[config.mk]
export PLATFORM = sky130hd
export DESIGN_NAME = unified_mem_arbiter
export DESIGN_NICKNAME = d
export VERILOG_FILES = /design/src/rtl/mem_arb_pkg.sv /design/src/rtl/unified_mem_arbiter.sv
export SDC_FILE = /design/constraint.sdc
export NUM_CORES = 1
export LEC_CHECK = 0
export CORE_MARGIN = 10
export CORE_UTILIZATION = 37
export DETAILED_ROUTE_END_ITERATION = 8
export GPL_TIMING_DRIVEN = 1
export PLACE_DENSITY = 0.87
export SYNTH_ARGS = -nofsm -noshare
export SYNTH_HDL_FRONTEND = slang
export SYNTH_SLANG_ARGS = --single-unit
[constraint.sdc]
create_clock -name clk -period 1.7 [get_ports clk]
set_input_delay 0.34 -clock clk [delete_from_list [all_inputs] [get_ports clk]]
set_output_delay 0.34 -clock clk [all_outputs]
set_load 0.01 [all_outputs]
[src/rtl/mem_arb_pkg.sv]
// Shared types and defaults for the unified memory arbiter: FSM states,
// access-owner encoding and default latency/fairness constants.
package mem_arb_pkg;

  typedef enum logic [1:0] {
    S_IDLE  = 2'd0,
    S_ISSUE = 2'd1,
    S_WAIT  = 2'd2,
    S_RESP  = 2'd3
  } state_e;

  typedef enum logic {
    OWN_IF = 1'b0,
    OWN_DM = 1'b1
  } owner_e;

  localparam int DEF_MEM_LAT    = 2;
  localparam int DEF_STARVE_MAX = 4;

  // Counter width able to hold 0..max_val; never narrower than one bit.
  function automatic int cnt_width(input int max_val);
    return (max_val > 0) ? $clog2(max_val + 1) : 1;
  endfunction

endpackage

[src/rtl/unified_mem_arbiter.sv]
// Arbitrates fetch and memory-stage accesses onto one single-ported,
// fixed-latency memory; one access in flight, sequenced IDLE->ISSUE->WAIT->RESP.
module unified_mem_arbiter
  import mem_arb_pkg::*;
#(
  parameter int XLEN       = 32,
  parameter int ADDR_W     = 32,
  parameter int MEM_LAT    = DEF_MEM_LAT,
  parameter int STARVE_MAX = DEF_STARVE_MAX,
  localparam int WW        = cnt_width(MEM_LAT),
  localparam int SW        = cnt_width(STARVE_MAX)
) (
  input  logic              clk,
  input  logic              rst,
  input  logic              if_req,
  input  logic [ADDR_W-1:0] if_addr,
  output logic              if_gnt,
  output logic              if_rvalid,
  output logic [XLEN-1:0]   if_rdata,
  input  logic              dm_req,
  input  logic              dm_we,
  input  logic [ADDR_W-1:0] dm_addr,
  input  logic [XLEN-1:0]   dm_wdata,
  output logic              dm_gnt,
  output logic              dm_rvalid,
  output logic [XLEN-1:0]   dm_rdata,
  output logic              stall_if,
  output logic              stall_dm,
  output logic              mem_en,
  output logic              mem_we,
  output logic [ADDR_W-1:0] mem_addr,
  output logic [XLEN-1:0]   mem_wdata,
  input  logic [XLEN-1:0]   mem_rdata,
  output state_e            dbg_state,
  output logic [SW-1:0]     dbg_starve_cnt
);

  // Handshake: a requester holds x_req with stable fields until the cycle
  // x_gnt is high (combinational, IDLE only); x_rvalid later pulses once.

  state_e              state_q, state_d;
  owner_e              owner_q, owner_d;
  logic [WW-1:0]       wait_q, wait_d;
  logic [SW-1:0]       starve_q, starve_d;
  logic [ADDR_W-1:0]   addr_q, addr_d;
  logic                we_q, we_d;
  logic [XLEN-1:0]     wdata_q, wdata_d;
  logic [XLEN-1:0]     if_rdata_q, if_rdata_d;
  logic [XLEN-1:0]     dm_rdata_q, dm_rdata_d;
  logic                pick_dm;
  logic                busy;

  // DM wins ties until IF has been passed over STARVE_MAX times in a row.
  assign pick_dm = dm_req && !(if_req && (starve_q == SW'(STARVE_MAX)));

  always_comb begin
    state_d    = state_q;
    owner_d    = owner_q;
    wait_d     = wait_q;
    starve_d   = starve_q;
    addr_d     = addr_q;
    we_d       = we_q;
    wdata_d    = wdata_q;
    if_rdata_d = if_rdata_q;
    dm_rdata_d = dm_rdata_q;
    if_gnt     = 1'b0;
    dm_gnt     = 1'b0;
    mem_en     = 1'b0;
    if_rvalid  = 1'b0;
    dm_rvalid  = 1'b0;
    case (state_q)
      S_IDLE: begin
        if (pick_dm) begin
          dm_gnt  = 1'b1;
          owner_d = OWN_DM;
          addr_d  = dm_addr;
          we_d    = dm_we;
          wdata_d = dm_wdata;
          state_d = S_ISSUE;
          if (!if_req) begin
            starve_d = '0;
          end else if (starve_q != SW'(STARVE_MAX)) begin
            starve_d = starve_q + 1'b1;
          end
        end else if (if_req) begin
          if_gnt   = 1'b1;
          owner_d  = OWN_IF;
          addr_d   = if_addr;
          we_d     = 1'b0;
          starve_d = '0;
          state_d  = S_ISSUE;
        end
      end
      S_ISSUE: begin
        mem_en  = 1'b1;
        wait_d  = WW'(MEM_LAT);
        state_d = S_WAIT;
      end
      S_WAIT: begin
        wait_d = wait_q - 1'b1;
        if (wait_q == WW'(1)) begin
          if (owner_q == OWN_IF) begin
            if_rdata_d = mem_rdata;
          end else if (!we_q) begin
            dm_rdata_d = mem_rdata;
          end
          state_d = S_RESP;
        end
      end
      S_RESP: begin
        if_rvalid = (owner_q == OWN_IF);
        dm_rvalid = (owner_q == OWN_DM);
        state_d   = S_IDLE;
      end
      default: state_d = S_IDLE;
    endcase
  end

  always_ff @(posedge clk or negedge rst) begin
    if (!rst) begin
      state_q    <= S_IDLE;
      owner_q    <= OWN_IF;
      wait_q     <= '0;
      starve_q   <= '0;
      addr_q     <= '0;
      we_q       <= 1'b0;
      wdata_q    <= '0;
      if_rdata_q <= '0;
      dm_rdata_q <= '0;
    end else begin
      state_q    <= state_d;
      owner_q    <= owner_d;
      wait_q     <= wait_d;
      starve_q   <= starve_d;
      addr_q     <= addr_d;
      we_q       <= we_d;
      wdata_q    <= wdata_d;
      if_rdata_q <= if_rdata_d;
      dm_rdata_q <= dm_rdata_d;
    end
  end

  assign busy           = (state_q == S_ISSUE) || (state_q == S_WAIT);
  assign stall_if       = if_req || (busy && (owner_q == OWN_IF));
  assign stall_dm       = dm_req || (busy && (owner_q == OWN_DM));
  assign mem_we         = we_q;
  assign mem_addr       = addr_q;
  assign mem_wdata      = wdata_q;
  assign if_rdata       = if_rdata_q;
  assign dm_rdata       = dm_rdata_q;
  assign dbg_state      = state_q;
  assign dbg_starve_cnt = starve_q;

endmodule

Yosys cells after proc, flatten, opt, wreduce, memory -nomap -nowiden
Index checks and enable logic that the tools add are counted.
W data, S select, Z words.
Word-level totals
  register bits: 137
  latch bits: 0
  bits in writable memories: 0
  memory bits (read-only): 0
  input port bits: 133
  logic and storage cells: 61
  memories kept: 0
Operators by class
  add/subtract/negate cells: 2
  multiply operators: 0
  divide/modulo/power cells: 0
  magnitude comparators: 0
  eq/ne operators: 9
  shift operators: 0
  mux-type cells: 22
  bitwise gates (word level): 2
  reduce and logical (&&, ||, !) cells: 17
Operators with widths (count)
  $mux W32: 2
  $mux W3: 4
  $mux W1: 11
  $pmux W2 S4: 1
  $mux W2: 3
  $ne A3 B3 Y1 const B: 2
  $reduce_and A2 Y1: 3
  $reduce_and A3 Y1: 2
  $eq A2 B1 Y1 const B: 2
  $eq A2 B2 Y1 const B: 2
  $logic_and A1 B1 Y1: 4
  $pmux W2 S2: 1
  $reduce_and A4 Y1: 1
  $reduce_bool A2 Y1: 2
  $add A3 B1 Y3 const B: 1
  $eq A3 B3 Y1 const B: 1
  $logic_or A1 B1 Y1: 3
  $ne A3 B2 Y1 const B: 1
  $logic_not A2 Y1: 1
  $ne A2 B2 Y1 const B: 1
  $not A1 Y1: 2
  $sub A2 B1 Y2 const B: 1
  $logic_not A1 Y1: 1

Depth between registers and ports, before layout
Gate-level depths: netlist of run 1.
  depth after elaboration: 6
  depth in mapped cells: 7
  mapped depth without buffers: 5

Worst setup path before layout of run 1
Ideal clock, no wire load.
  path type: register -> register
  start: reg starve_q[0], in the netlist dbg_starve_cnt[0]
  end: reg wdata_q[0], in the netlist mem_wdata[0]
  setup time: 125 ps
  arrival: 1571 ps
  required time: 1575 ps
  slack: 3 ps
  cell stages (with the launch flop): 8
  period minus slack after synthesis: 1697 ps
  cell sequence: dfrtp_1 inv_1 ha_1 nand3_4 and3_4 buf_6 buf_6 mux2_4
Between the ends
  cells in the longest elaborated chain, start to end: 5
Ends and longest elaborated chain
  from (decl): RTL line unified_mem_arbiter.sv:44  | logic [SW-1:0] starve_q, starve_d;
  from (signal assigned): RTL line unified_mem_arbiter.sv:134  | starve_q <= starve_d;
  $eq A3 B3 Y1: RTL line unified_mem_arbiter.sv:54  | assign pick_dm = dm_req && !(if_req && (starve_q == SW'(STARVE_MAX)));
  $logic_and A1 B1 Y1: RTL line unified_mem_arbiter.sv:54
  $logic_not A1 Y1: RTL line unified_mem_arbiter.sv:54
  $logic_and A1 B1 Y1: RTL line unified_mem_arbiter.sv:54
  $reduce_and A2 Y1 (no line)
  to (signal assigned): RTL line unified_mem_arbiter.sv:137  | wdata_q <= wdata_d;
  to (decl): RTL line unified_mem_arbiter.sv:47  | logic [XLEN-1:0] wdata_q, wdata_d;
No other way between the ends.
A chain may end at the register's enable or synchronous reset.

Final worst setup path of run 1
  start: reg starve_q[0], in the netlist dbg_starve_cnt[0]
  end: out dm_gnt
Between the ends
  cells in the longest elaborated chain, start to end: 6
Ends and longest elaborated chain
  $eq A3 B3 Y1: RTL line unified_mem_arbiter.sv:54
  $logic_and A1 B1 Y1: RTL line unified_mem_arbiter.sv:54
  $logic_not A1 Y1: RTL line unified_mem_arbiter.sv:54
  $logic_and A1 B1 Y1: RTL line unified_mem_arbiter.sv:54
  $mux W1: RTL line unified_mem_arbiter.sv:73  | if (pick_dm) begin
  $mux W1: RTL line unified_mem_arbiter.sv:71  | case (state_q)
  to (decl): RTL line unified_mem_arbiter.sv:24  | output logic dm_gnt,
No other way between the ends.

==> qor.csv, run 1 <==
stage,metric,value,unit
status,status,"complete, but fails checks",
status,violated checks,negative setup slack,
worst_setup_path,kind of end point of the critical path,output pin,
detailed_routing,Detailed Routing Iterations Pass 1,4,
power,Leakage,5.086,nW
cts,Root Driver,clkbuf_16,
global_route,vias in the first global route,5125,
global_route,total gr overflow,0,
floorplan,Rows,45,
layout,design area,10330,um^2
sta,period utilization,110.3,%
floorplan,Initial Util,37.92,%
logic_synthesis,#FFs+latches synth,137,
logic_synthesis,most frequent cell after synthesis,dfrtp_1,
layout,Multi-input gate area,2409,um^2
worst_setup_path,Crit Path Category,flop to output pin,
layout,register area,3428,um^2
floorplan,I/O pins,274,
cts,Clock transition at path regs,60,ps
logic_synthesis,"Distinct cells, synth",30,
sta,fmax,533.5,MHz
layout,fill cell count,1052,
sta,transition time of the tightest slew-check pin,347.0,ps
worst_setup_path,crit path launch type,flop,
logic_synthesis,syn_nets,579,
sta,clk_skew,10.17,ps
sta,final worst-path setup slack,-174.3,ps
logic_synthesis,Post-Synth XOR/XNOR Area,0,%
logic_synthesis,Post-Syn Area per Cell,13.23,um^2
logic_synthesis,synth warn,0,
cts,CTS Buf Count,17,
sta,post-layout minimum cycle time,1874,ps
place,PortBufs,273,
logic_synthesis,area share of the largest cell type after synthesis,59.04,%
logic_synthesis,Post-synth top cells,"137 x dfrtp_1, 69 x mux2_2, 67 x nand2_1",
logic_synthesis,sequential share of the synthesized area,59.04,%
logic_synthesis,main combinational cell family by area after synthesis,multiplexers,
cts,clock sinks,137,
place,Post-Place Worst Slack,-574.8,ps
sta,unrepaired setup endpoints after global routing,true,
logic_synthesis,Post-Synth Simple-Gate Area,9.416,%
layout,share of cells above drive strength 1,27.06,%
logic_synthesis,"top cells by area, synth","dfrtp_1 59%, mux2_2 13%, mux2_4 7.2%",
power,Worst VDD drop,0.0008355,V
sta,"Hold Vio Cnt, Final",0,
place,Placed Area,8955,um^2
sta,headroom to the max-slew limit,76.87,%
logic_synthesis,"EDFF count, synth",0,
logic_synthesis,ys flop type,dfrtp_1,
detailed_routing,initial DRC count,220,
global_route,largest net degree at the start of global routing,45,
logic_synthesis,ys async rst share,100.0,%
floorplan,area of the die,21100,um^2
cts,clock latency on the worst-skew pair,410,ps
worst_setup_path,CP arrival,1530,ps
logic_synthesis,mux contribution to synthesized area,20.79,%
floorplan,Die Ht,145.3,um
floorplan,core area,15310,um^2
global_route,first-pass GRT wire length,29480,um
hold_path,worst hold-check path type,primary input to async pin,
power,PwrDens,1846,nW/um^2
cts,CTS tree,yes,
detailed_routing,via count,4900,
sta,Setup TNS,-3685,ps
global_route,gr usage total,17.50,%
layout,ANT cells,0,
layout,Syn-to-layout area delta,77.91,%
detailed_routing,Final ANT Viol Nets,0,
detailed_routing,final wirelength,21120,um
place,post-detailed-placement half-perimeter wirelength,14030,um
run,count of max-cap constraint violations,0,
cts,CTS max path bufs,2,
logic_synthesis,cell accounting for the most synthesized area,dfrtp_1,
logic_synthesis,Mapped Cells,439,
cts,H-tree depth,4,
worst_setup_path,worst endpoint required time,1360,ps
sta,Finish-stage setup viols,65,
layout,final net count,892,
detailed_routing,Post-route DRC,0,
logic_synthesis,mapped cell area,5807,um^2
floorplan,die extent in x,145.3,um
place,RD Place Congestion,0.7636,
detailed_routing,via density per instance,5.020,
sta,Slew Limit Fails,0,
global_route,initial antenna violation count,0,
worst_setup_path,worst-path fanout max,3,
logic_synthesis,Synth Area in Adders,1.508,%
logic_synthesis,Compound-Gate Fraction of Synth Area,5.904,%
detailed_routing,WL per Instance,21.64,um
placed cells by master, fill, tap and decap left out, types with 2 or more instances in the layout:
master and count:
a21o_1 3, a32o_1 2, and2_4 2, buf_12 10
buf_4 23, buf_6 17, bufinv_16 3, clkbuf_16 24
clkdlybuf4s50_1 183, clkinv_4 2, clkinvlp_4 3, dfrtp_1 137
dlygate4sd2_1 18, dlymetal6s2s_1 64, ha_1 3, ha_4 4
inv_1 2, inv_2 5, inv_6 4, inv_8 2
mux2_2 35, mux2_4 62, nand2_1 67, nand3_4 2
nand4_1 33, nor2b_4 2, o211ai_1 32, o21ai_0 4
logic make-up (layout without fill, tap and decap cells):
logic type | count (synthesis) | after routing
AOI/OAI and AO/OA | 46 | 46
muxes | 98 | 98
buffers and inverters | 39 | 365
adders and majority gates | 7 | 7
and+or+nand+nor | 112 | 112
DFF | 137 | 137
state kept, by name, summed over array words and instances (netlist names):
| name | count |
|---|---|
| dm_rdata | 32 |
| if_rdata | 32 |
| mem_addr | 32 |
| mem_wdata | 32 |
| dbg_starve_cnt | 3 |
| dbg_state | 2 |
| wait_q | 2 |
| mem_we | 1 |
| owner_q | 1 |
layer usage:
metal / vias up / share of wire (%) / GRT usage, %
li1: 2216 / - / -
met2: 221 / 51 / 29.55
met3: 26 / 7.4 / 6.706
met1: 2437 / 40 / 19.64
met5: - / 0 / 0
met4: 0 / 1.8 / 6.522
final timing paths:
check,from,to,slack [ps],cells after the start
setup / recovery,dbg_starve_cnt[0],dm_gnt,-170,6
hold / removal,rst,dm_rdata[31],390,2
setup reg to reg,dbg_state[0],dm_rdata[21],-110,8
hold reg to reg,wait_q[0],wait_q[0],480,1
max in group asynchronous,rst,wait_q[0],690,3
min in group clk,wait_q[0],wait_q[0],480,1
repair_timing:
action,CTS,global route
gates resized for setup,80,116
setup endpoints to repair,95,193
endpoints found under the hold margin,32,0
setup buffers,9,7
gates cloned,1,9
hold buffers,1,0
pin swaps,4,4
worst max-delay path, stage by stage (launching register included):
cell and delay, ps:
dfrtp_1 390, inv_2 90, ha_4 150, nand3_4 80, buf_6 130, and3_4 170
buf_6 120
final cells by class:
class / instances / area share (%)
Multi-Input combinational cell: 263 / 23.31
Sequential cell: 137 / 33.18
Inverter: 7 / 0.2543
Timing Repair Buffer: 326 / 34.72
Clock buffer: 18 / 4.154
Clock inverter: 14 / 1.817
Tap cell: 211 / 2.555
report_power, final:
part           switching (mW)  leakage [nW]  internal (mW)
registers               0.929          1.63           4.92
clock network            1.50         0.292           2.35
logic                    3.83          3.17           5.54
per-stage QoR:
stage / total power, mW / cells / utilization, % / hold WS (ps)
final: 19.07 / 976 / 67.46 / 392.9
after global placement: 14.16 / 920 / 58.47 / 261.0
after floorplan: 9.445 / 439 / - / 44.41
after global routing: 20.08 / 976 / 67.46 / 416.0
after detailed placement: 14.47 / 920 / 58.47 / 257.0
after CTS: 18.59 / 962 / 63.60 / 386.0
Note: power is estimated with default switching activity, not from simulation.
==> run 2: changes to the inputs <==
Settings changed: SLEW_MARGIN from default to 5.
==> results of run 2 <==
No change in the layout: final DEF, timing and power equal those of run 1.
